`config.mk`:
```
export PLATFORM = sky130hd
export DESIGN_NAME = pipeline_run_ctrl_flat
export DESIGN_NICKNAME = d
export VERILOG_FILES = /design/src/rtl/pipeline_run_ctrl_if.sv /design/src/rtl/pipeline_run_ctrl.sv /design/src/flat_wrapper.sv
export SDC_FILE = /design/constraint.sdc
export NUM_CORES = 1
export LEC_CHECK = 0
export ABC_AREA = 1
export CAP_MARGIN = 20
export CORE_MARGIN = 2
export CORE_UTILIZATION = 31
export DETAILED_ROUTE_END_ITERATION = 12
export SLEW_MARGIN = 20
export SYNTH_ARGS = -nofsm -noshare
export SYNTH_HDL_FRONTEND = slang
export SYNTH_SLANG_ARGS = --single-unit
```
`constraint.sdc`:
```
create_clock -name i_clock -period 1.91 [get_ports i_clock]
set_clock_uncertainty 0.15 [all_clocks]
set_input_delay 0.2865 -clock i_clock [delete_from_list [all_inputs] [get_ports i_clock]]
set_output_delay 0.2865 -clock i_clock [all_outputs]
set_load 0.03 [all_outputs]
```
`src/rtl/pipeline_run_ctrl_if.sv`:
```
// Command channel from the debug unit into pipeline_run_ctrl.
// A command transfers on the rising clock edge where i_cmd_valid and o_cmd_ready are both high; the master holds i_cmd/i_step_n stable while valid is high.
interface pipeline_run_ctrl_if #(
  parameter int STEP_SIZE = 16
);
  logic                 i_cmd_valid;
  logic                 o_cmd_ready;
  logic [1:0]           i_cmd;
  logic [STEP_SIZE-1:0] i_step_n;

  modport master (output i_cmd_valid, i_cmd, i_step_n, input o_cmd_ready);
  modport slave  (input i_cmd_valid, i_cmd, i_step_n, output o_cmd_ready);
endinterface

```
`src/rtl/pipeline_run_ctrl.sv`:
```
// Run/step/stop controller driving the shared pipeline-register enable.
// Optional watchdog (and its WDOG_LIMIT parameter) exists only with PIPELINE_RUN_CTRL_WATCHDOG_EN.
module pipeline_run_ctrl #(
  parameter int CNT_SIZE  = 32,
  parameter int STEP_SIZE = 16
`ifdef PIPELINE_RUN_CTRL_WATCHDOG_EN
  , parameter logic [31:0] WDOG_LIMIT = 32'h00FF_FFFF
`endif
) (
  input  logic                i_clock,
  input  logic                i_reset_n,
  pipeline_run_ctrl_if.slave  cmd_if,
  input  logic                i_halt,
  output logic                o_pipeline_enable,
  output logic [1:0]          o_state,
  output logic [CNT_SIZE-1:0] o_cycle_count,
  output logic                o_done,
  output logic                o_cmd_error,
  output logic                o_timeout
);

  typedef enum logic [1:0] {
    S_IDLE   = 2'b00,
    S_RUN    = 2'b01,
    S_STEP   = 2'b10,
    S_HALTED = 2'b11
  } state_t;

  localparam logic [1:0] CMD_CLEAR = 2'b00;
  localparam logic [1:0] CMD_RUN   = 2'b01;
  localparam logic [1:0] CMD_STEP  = 2'b10;
  localparam logic [1:0] CMD_STOP  = 2'b11;

  state_t               state;
  logic                 enable;
  logic [CNT_SIZE-1:0]  count;
  logic [STEP_SIZE-1:0] step_cnt;
  logic                 done;
  logic                 cmd_error;
  logic                 accept;
  logic                 clear_cmd;
  logic                 halt_evt;
  logic                 wdog_hit;
  logic [STEP_SIZE-1:0] step_load;

  assign cmd_if.o_cmd_ready = (state != S_STEP);
  assign accept    = cmd_if.i_cmd_valid && cmd_if.o_cmd_ready;
  assign clear_cmd = accept && (cmd_if.i_cmd == CMD_CLEAR);
  // Halt only means something on a cycle the pipeline actually advanced.
  assign halt_evt  = enable && i_halt;
  assign step_load = (cmd_if.i_step_n == '0) ? STEP_SIZE'(1) : cmd_if.i_step_n;

  always_ff @(posedge i_clock or negedge i_reset_n) begin
    if (!i_reset_n) begin
      state     <= S_IDLE;
      enable    <= 1'b0;
      count     <= '0;
      step_cnt  <= '0;
      done      <= 1'b0;
      cmd_error <= 1'b0;
    end else begin
      done      <= 1'b0;
      cmd_error <= 1'b0;

      if (clear_cmd)
        count <= '0;
      else if (enable && (count != '1))
        count <= count + CNT_SIZE'(1);

      if (halt_evt) begin
        state    <= S_HALTED;
        enable   <= 1'b0;
        step_cnt <= '0;
        done     <= 1'b1;
      end else begin
        case (state)
          S_IDLE: begin
            if (accept && (cmd_if.i_cmd == CMD_RUN)) begin
              state  <= S_RUN;
              enable <= 1'b1;
            end else if (accept && (cmd_if.i_cmd == CMD_STEP)) begin
              state    <= S_STEP;
              enable   <= 1'b1;
              step_cnt <= step_load;
            end
          end
          S_RUN: begin
            if (wdog_hit || (accept && (cmd_if.i_cmd == CMD_STOP))) begin
              state  <= S_IDLE;
              enable <= 1'b0;
              done   <= 1'b1;
            end else if (accept && (cmd_if.i_cmd != CMD_CLEAR)) begin
              cmd_error <= 1'b1;
            end
          end
          S_STEP: begin
            if (step_cnt <= STEP_SIZE'(1)) begin
              state    <= S_IDLE;
              enable   <= 1'b0;
              step_cnt <= '0;
              done     <= 1'b1;
            end else begin
              step_cnt <= step_cnt - STEP_SIZE'(1);
            end
          end
          default: begin
            if (clear_cmd)
              state <= S_IDLE;
            else if (accept)
              cmd_error <= 1'b1;
          end
        endcase
      end
    end
  end

`ifdef PIPELINE_RUN_CTRL_WATCHDOG_EN
  logic [31:0] run_len;
  logic        timeout;

  // run_len holds the number of completed RUN cycles; it is zero on the first one.
  assign wdog_hit = (state == S_RUN) && ((run_len + 32'd1) == WDOG_LIMIT);

  always_ff @(posedge i_clock or negedge i_reset_n) begin
    if (!i_reset_n) begin
      run_len <= '0;
      timeout <= 1'b0;
    end else begin
      run_len <= (state == S_RUN) ? run_len + 32'd1 : 32'd0;
      if (wdog_hit && !halt_evt)
        timeout <= 1'b1;
      else if (clear_cmd)
        timeout <= 1'b0;
    end
  end

  assign o_timeout = timeout;
`else
  assign wdog_hit  = 1'b0;
  assign o_timeout = 1'b0;
`endif

  assign o_pipeline_enable = enable;
  assign o_state           = state;
  assign o_cycle_count     = count;
  assign o_done            = done;
  assign o_cmd_error       = cmd_error;

endmodule

```
`src/flat_wrapper.sv`:
```
// flat-port wrapper written by rule: the top's interface ports become plain ports
module pipeline_run_ctrl_flat 
#(
  parameter int CNT_SIZE  = 32,
  parameter int STEP_SIZE = 16

)
  (i_clock, i_reset_n, i_halt, o_pipeline_enable, o_state, o_cycle_count, o_done, o_cmd_error, o_timeout, cmd_if_i_cmd_valid, cmd_if_i_cmd, cmd_if_i_step_n, cmd_if_o_cmd_ready);
  pipeline_run_ctrl_if #(.STEP_SIZE(STEP_SIZE)) cmd_if_i ();
  input  logic i_clock;
  input  logic i_reset_n;
  input  logic i_halt;
  output logic o_pipeline_enable;
  output logic [1:0] o_state;
  output logic [CNT_SIZE-1:0] o_cycle_count;
  output logic o_done;
  output logic o_cmd_error;
  output logic o_timeout;
  input wire logic [$bits(cmd_if_i.i_cmd_valid)-1:0] cmd_if_i_cmd_valid;
  input wire logic [$bits(cmd_if_i.i_cmd)-1:0] cmd_if_i_cmd;
  input wire logic [$bits(cmd_if_i.i_step_n)-1:0] cmd_if_i_step_n;
  output wire logic [$bits(cmd_if_i.o_cmd_ready)-1:0] cmd_if_o_cmd_ready;
  assign cmd_if_i.i_cmd_valid = cmd_if_i_cmd_valid;
  assign cmd_if_i.i_cmd = cmd_if_i_cmd;
  assign cmd_if_i.i_step_n = cmd_if_i_step_n;
  assign cmd_if_o_cmd_ready = cmd_if_i.o_cmd_ready;
  pipeline_run_ctrl #(.CNT_SIZE(CNT_SIZE), .STEP_SIZE(STEP_SIZE)) u_core (.i_clock(i_clock), .i_reset_n(i_reset_n), .cmd_if(cmd_if_i), .i_halt(i_halt), .o_pipeline_enable(o_pipeline_enable), .o_state(o_state), .o_cycle_count(o_cycle_count), .o_done(o_done), .o_cmd_error(o_cmd_error), .o_timeout(o_timeout));
endmodule
```
* Word level (Yosys, flattened, before mapping)
Index checks and enable logic that the tools add are counted.
Word-level totals: register bits after elaboration 53, bits of input ports 22
Cells by class: magnitude comparators 1, reduce and logical (&&, ||, !) cells 20, multiplexer cells 31, equality and inequality tests 12, $add $sub $neg 2
Operators by type and width (count):
- two-way mux 16 bit | 5
- two-way mux 32 bit | 2
- adder 32 x 1 -> 32 bit (second input constant) | 1
- inequality test 32 bit (second input constant) | 1
- one-hot mux 16 bit (2 select lines) | 1
- <= comparator 16 x 1 -> 1 bit (second input constant) | 1
- logical NOT 16 bit | 1
- subtractor 16 x 1 -> 16 bit (second input constant) | 1
- two-way mux 1 bit | 13
- two-way mux 2 bit | 6
- inequality test 3 x 1 -> 1 bit (second input constant) | 3
- logical AND 1 bit | 8
- AND reduction 4 bit | 2
- == test 2 bit (second input constant) | 3
- one-hot mux 2 bit (3 select lines) | 1
- nonzero test 5 bit | 1
- == test 2 x 1 -> 1 bit (second input constant) | 2
- logical NOT 2 bit | 2
- inequality test 4 x 1 -> 1 bit (second input constant) | 1
- one-hot mux 1 bit (2 select lines) | 2
- nonzero test 2 bit | 2
- nonzero test 4 bit | 1
- inequality test 3 x 2 -> 1 bit (second input constant) | 1
- one-hot mux 1 bit (3 select lines) | 1
- 4 further kinds | 4

* Longest topological paths before layout
word-level depth 7, depth in mapped cells 12, gate-level depth less buffers 12

* Worst setup path after synthesis
Ideal clock, no wire load.
path kind register -> register, from reg u_core.state[0], in the netlist u_core.o_state[0], to reg u_core.done, in the netlist u_core.o_done, arrival 1.853 ns, path slack -0.212 ns, period minus slack after synthesis 2.122 ns, cell stages (with the launch flop) 7, cell sequence dfrtp_1 inv_1 ha_1 inv_2 clkbuf_1 nor2_1 o21ba_2
On the way: cells in the longest elaborated chain, start to end 6, elaborated cells on any way between the ends 8, those cells by class 3 x eq/ne; 3 x mux; 2 x reduce/logical
RTL lines:
- start: declaration | line pipeline_run_ctrl.sv:34 | state_t state;
- start signal: assignment | line pipeline_run_ctrl.sv:55 | state <= S_IDLE;
- start signal: assignment | line pipeline_run_ctrl.sv:71 | state <= S_HALTED;
- start signal: assignment | line pipeline_run_ctrl.sv:79 | state <= S_RUN;
- inequality test 2 bit | line pipeline_run_ctrl.sv:46 | assign cmd_if.o_cmd_ready = (state != S_STEP);
- via cmd_if_o_cmd_ready | line flat_wrapper.sv:22 | output wire logic [$bits(cmd_if_i.o_cmd_ready)-1:0] cmd_if_o_cmd_ready;
- logical AND 1 bit | line pipeline_run_ctrl.sv:47 | assign accept = cmd_if.i_cmd_valid && cmd_if.o_cmd_ready;
- logical AND 1 bit | line pipeline_run_ctrl.sv:88 | if (wdog_hit || (accept && (cmd_if.i_cmd == CMD_STOP))) begin
- two-way mux 1 bit | line pipeline_run_ctrl.sv:88
- one-hot mux 1 bit (2 select lines) | line pipeline_run_ctrl.sv:76 | case (state)
- two-way mux 1 bit | line pipeline_run_ctrl.sv:70 | if (halt_evt) begin
- end signal: assignment | line pipeline_run_ctrl.sv:74 | done <= 1'b1;
- end signal: assignment | line pipeline_run_ctrl.sv:91 | done <= 1'b1;
- end signal: assignment | line pipeline_run_ctrl.sv:101 | done <= 1'b1;
- end: declaration | line pipeline_run_ctrl.sv:38 | logic done;
The timed path passes the listed nets, and every way through them passes these cells. A chain may end at the register's enable or synchronous reset.

* Worst setup path after layout
from reg u_core.count[4], in the netlist u_core.o_cycle_count[4], to out o_cycle_count[4]
RTL lines:
- start: declaration | line pipeline_run_ctrl.sv:36 | logic [CNT_SIZE-1:0] count;
- start signal: assignment | line pipeline_run_ctrl.sv:68 | count <= count + CNT_SIZE'(1);
- end: declaration | line flat_wrapper.sv:15 | output logic [CNT_SIZE-1:0] o_cycle_count;
No word-level cell between the ends.

==> results.sh <==
export IMPL_synth_distinct_cells=33
export IMPL_hold_class="primary input to async pin"
export IMPL_yosysTopAreaCellShare_pct=33.9
export IMPL_fin_ws_ps=32.1
export IMPL_numCtsBuffers=5
export IMPL_via_per_inst=4.66
export IMPL_gp_routability_congestion=0.954
export IMPL_status="completed"
export IMPL_clk_pin_slew_ps=80
export IMPL_layout_drive_gt1_share_pct=14.6
export IMPL_start_kind="flop"
export IMPL_yosys_area_share_simple_pct=47.7
export IMPL_cts_root_buf="clkbuf_16"
export IMPL_n_antenna_cell=0
export IMPL_core_um2=12500
export IMPL_synth_xor_area_share_pct=4.93
export IMPL_p_int_uw=3460
export IMPL_yosys_area_share_adder_pct=2.24
export IMPL_syn_area_um2=3910
export IMPL_fmax_ghz=0.533
export IMPL_clk_latency_ps=300
export IMPL_drt_antenna_violating_nets=0
export IMPL_p_clk_share_pct=16.6
export IMPL_synth_area_leaders="dfrtp_1, nand2_1, nor2_1"
export IMPL_fin_crit_sh_pct=98.3
export IMPL_dieArea_um2=13500
export IMPL_grt_max_degree=54
export IMPL_hold_violations=0
export IMPL_critPathKind="flop to output pin"
export IMPL_synth_compound_area_share_pct=3.43
export IMPL_grt_pass1_vias=4135
export IMPL_drt_wirelength_per_cell_um=13.0
export IMPL_cts_tree="yes"
export IMPL_ys_async_sr_fraction_pct=100
export IMPL_synthCells=610
export IMPL_start_util_pct=31.4
export IMPL_drcViolationCount=0
export IMPL_first_pass_iters=5
export IMPL_switching_share_pct=45.8
export IMPL_synth_mux_area_fraction_pct=0
export IMPL_synth_nets=639
export IMPL_vdd_drop_max_mv=0.547
export IMPL_cts_buffer_depth=2
export IMPL_worst_path_buf_inv=2
export IMPL_crit_chain="buf_4, clkdlybuf4s50_1"
export IMPL_drv_cap=0
export IMPL_crit_arrival_ps=1440
export IMPL_die_w_um=116
export IMPL_cpLargestDelayFamily="buffers and inverters"
export IMPL_synth_top_flop_cell="dfrtp_1"
export IMPL_synth_top_family_by_area="simple AND/OR/NAND/NOR gates"
export IMPL_max_stage_delay_ps=670
export IMPL_setup_viol=0
export IMPL_p_seq_share_pct=26.6
export IMPL_drv_slew=0
export IMPL_synth_warnings=0
export IMPL_fin_nets=746
export IMPL_syn_avg_cell_area_um2=6.41
export IMPL_switchingPower_uw=2930
export IMPL_area_delta_synth_final_pct=37.2
export IMPL_synth_seq_cells=53
export IMPL_p_per_area_nw_per_um2=1190
export IMPL_critPathMaxFanout=4
export IMPL_pin_count=61
export IMPL_drt_wl_total_um=11500
export IMPL_leakage_uw=0.00297
export IMPL_required_ps=1470
export IMPL_p_comb_share_pct=56.8
export IMPL_yosys_top_cells_count="nand2_1, nor2_1, dfrtp_1, inv_1, nand3_1"
export IMPL_rsz0062_at_grt="no"
export IMPL_fp_dieH_um=116
export IMPL_globalRouteOverflowTotal=0
export IMPL_slowest_stage="clkdlybuf4s50_1"
export IMPL_synth_largest_area_cell="dfrtp_1"
export IMPL_antenna_found_initial=0
export IMPL_cts_htree_levels=2
export IMPL_synth_edf_count=0
export IMPL_grt_pass1_wl_um=19100
export IMPL_drt_iter0_markers=177
export IMPL_vias=4145
export IMPL_cts_sinks=53
export IMPL_post_route_min_period_ps=1880
export IMPL_seq_area_frac_synth_pct=33.9
export IMPL_io_buffer_count=59
export IMPL_hpwlAfterDp_um=8840
export IMPL_endpoint_kind="output pin"
export IMPL_dp_slack_ps=66.6
export IMPL_grt_usage_pct=17.8
export IMPL_nFillCells=1318
export IMPL_row_count=41
export IMPL_synth_most_common_cell="nand2_1"
export IMPL_setup_tns_ps=0
-- metrics by stage --
step	hold slack, ps	utilization (%)	power [uW]	instance area (um^2)	cells
CTS	376	41.9	6270	5230	888
global placement	163	40.6	5140	5060	879
finish	360	43.0	6390	5360	890
floorplan	-159	-	4020	3940	610
detailed placement	163	40.6	5190	5060	879
global route	398	43.0	6930	5360	890
-- logic make-up after synthesis --
group	count (synthesis)
XOR/XNOR	22
adder cells (fa/ha/maj)	7
AND/OR/NAND/NOR	439
other	1
buffers and inverters	68
AO/OA/AOI/OAI	20
flip-flops	53
-- layout make-up --
type	count	area (um^2)	area share (%)
timing repair buffer	114	1070	20.0
clock inverter	2	38.8	0.723
inverter	54	218	4.06
multi-input combinational	489	2360	44.0
clock buffer	6	129	2.40
sequential	53	1330	24.8
tap	172	215	4.01
-- state kept, by name (all words and copies together), names as in the netlist --
signal / count
u_core.o_cmd_error: 1
u_core.o_pipeline_enable: 1
u_core.step_cnt: 16
u_core.o_done: 1
u_core.o_state: 2
u_core.o_cycle_count: 32
-- metal layers --
metal,vias to the layer above,share of wire (%),global-route usage [%],routed length [um]
met5,-,0,0,0
li1,2106,-,-,-
met4,0,2.5,6.75,289
met2,128,49,31.9,5650
met3,20,5.2,2.34,600
met1,1891,43,21.6,5000
-- placed cells by master (no fill, tap or decap), types with 2 or more instances in the layout --
master,Yosys,final
nand3b_1,5,5
clkbuf_16,0,5
nand2_4,5,5
dfrtp_2,0,4
inv_2,4,5
xor2_1,11,11
ha_2,0,2
o21bai_1,2,2
nor2_2,1,5
nor2_1,94,89
inv_1,49,47
o21ai_0,13,12
nand3_2,1,4
dlymetal6s2s_1,0,17
ha_1,7,4
nand3_1,39,35
clkdlybuf4s50_1,0,32
nand2_2,3,3
xnor2_1,11,11
nand2_1,265,264
nand4_1,20,20
nor2_4,3,4
o21ai_2,2,2
buf_12,0,3
dlygate4sd2_1,0,8
buf_4,3,51
dfrtp_1,53,49
-- timing repair --
item | in CTS | in global routing
setup buffers | 0 | 2
setup endpoints to repair | 8 | 63
hold endpoints to repair | 53 | 0
hold buffers | 1 | 0
pin swaps | 0 | 2
resized for setup | 8 | 39
-- path summary, 6_finish.rpt --
check,slack (ps),endpoint,cells past startpoint,from
setup / recovery,30,o_cycle_count[4],2,u_core.o_cycle_count[4]
hold / removal,360,u_core.o_cycle_count[30],3,i_reset_n
setup reg to reg,120,u_core.o_cycle_count[27],11,u_core.o_cycle_count[0]
hold reg to reg,370,u_core.o_cycle_count[1],2,u_core.o_cycle_count[1]
max in group asynchronous,960,u_core.o_state[0],3,i_reset_n
min in group i_clock,370,u_core.o_cycle_count[1],2,u_core.o_cycle_count[1]
-- power groups by stage --
stage	clock network (uW)	registers [uW]	logic [uW]
2_1_floorplan	0	1930	2090
3_3_place_gp	0	1710	3430
3_5_place_dp	0	1710	3470
4_1_cts	1090	1700	3480
5_1_grt	1130	1750	4050
6_report	1060	1700	3630
-- tightest hold or removal path, cell delays in order --
cell and delay [ps]:
dlygate4sd3_1 520, buf_2 120, buf_12 270
No activity file was read; power rests on OpenSTA's default activity.
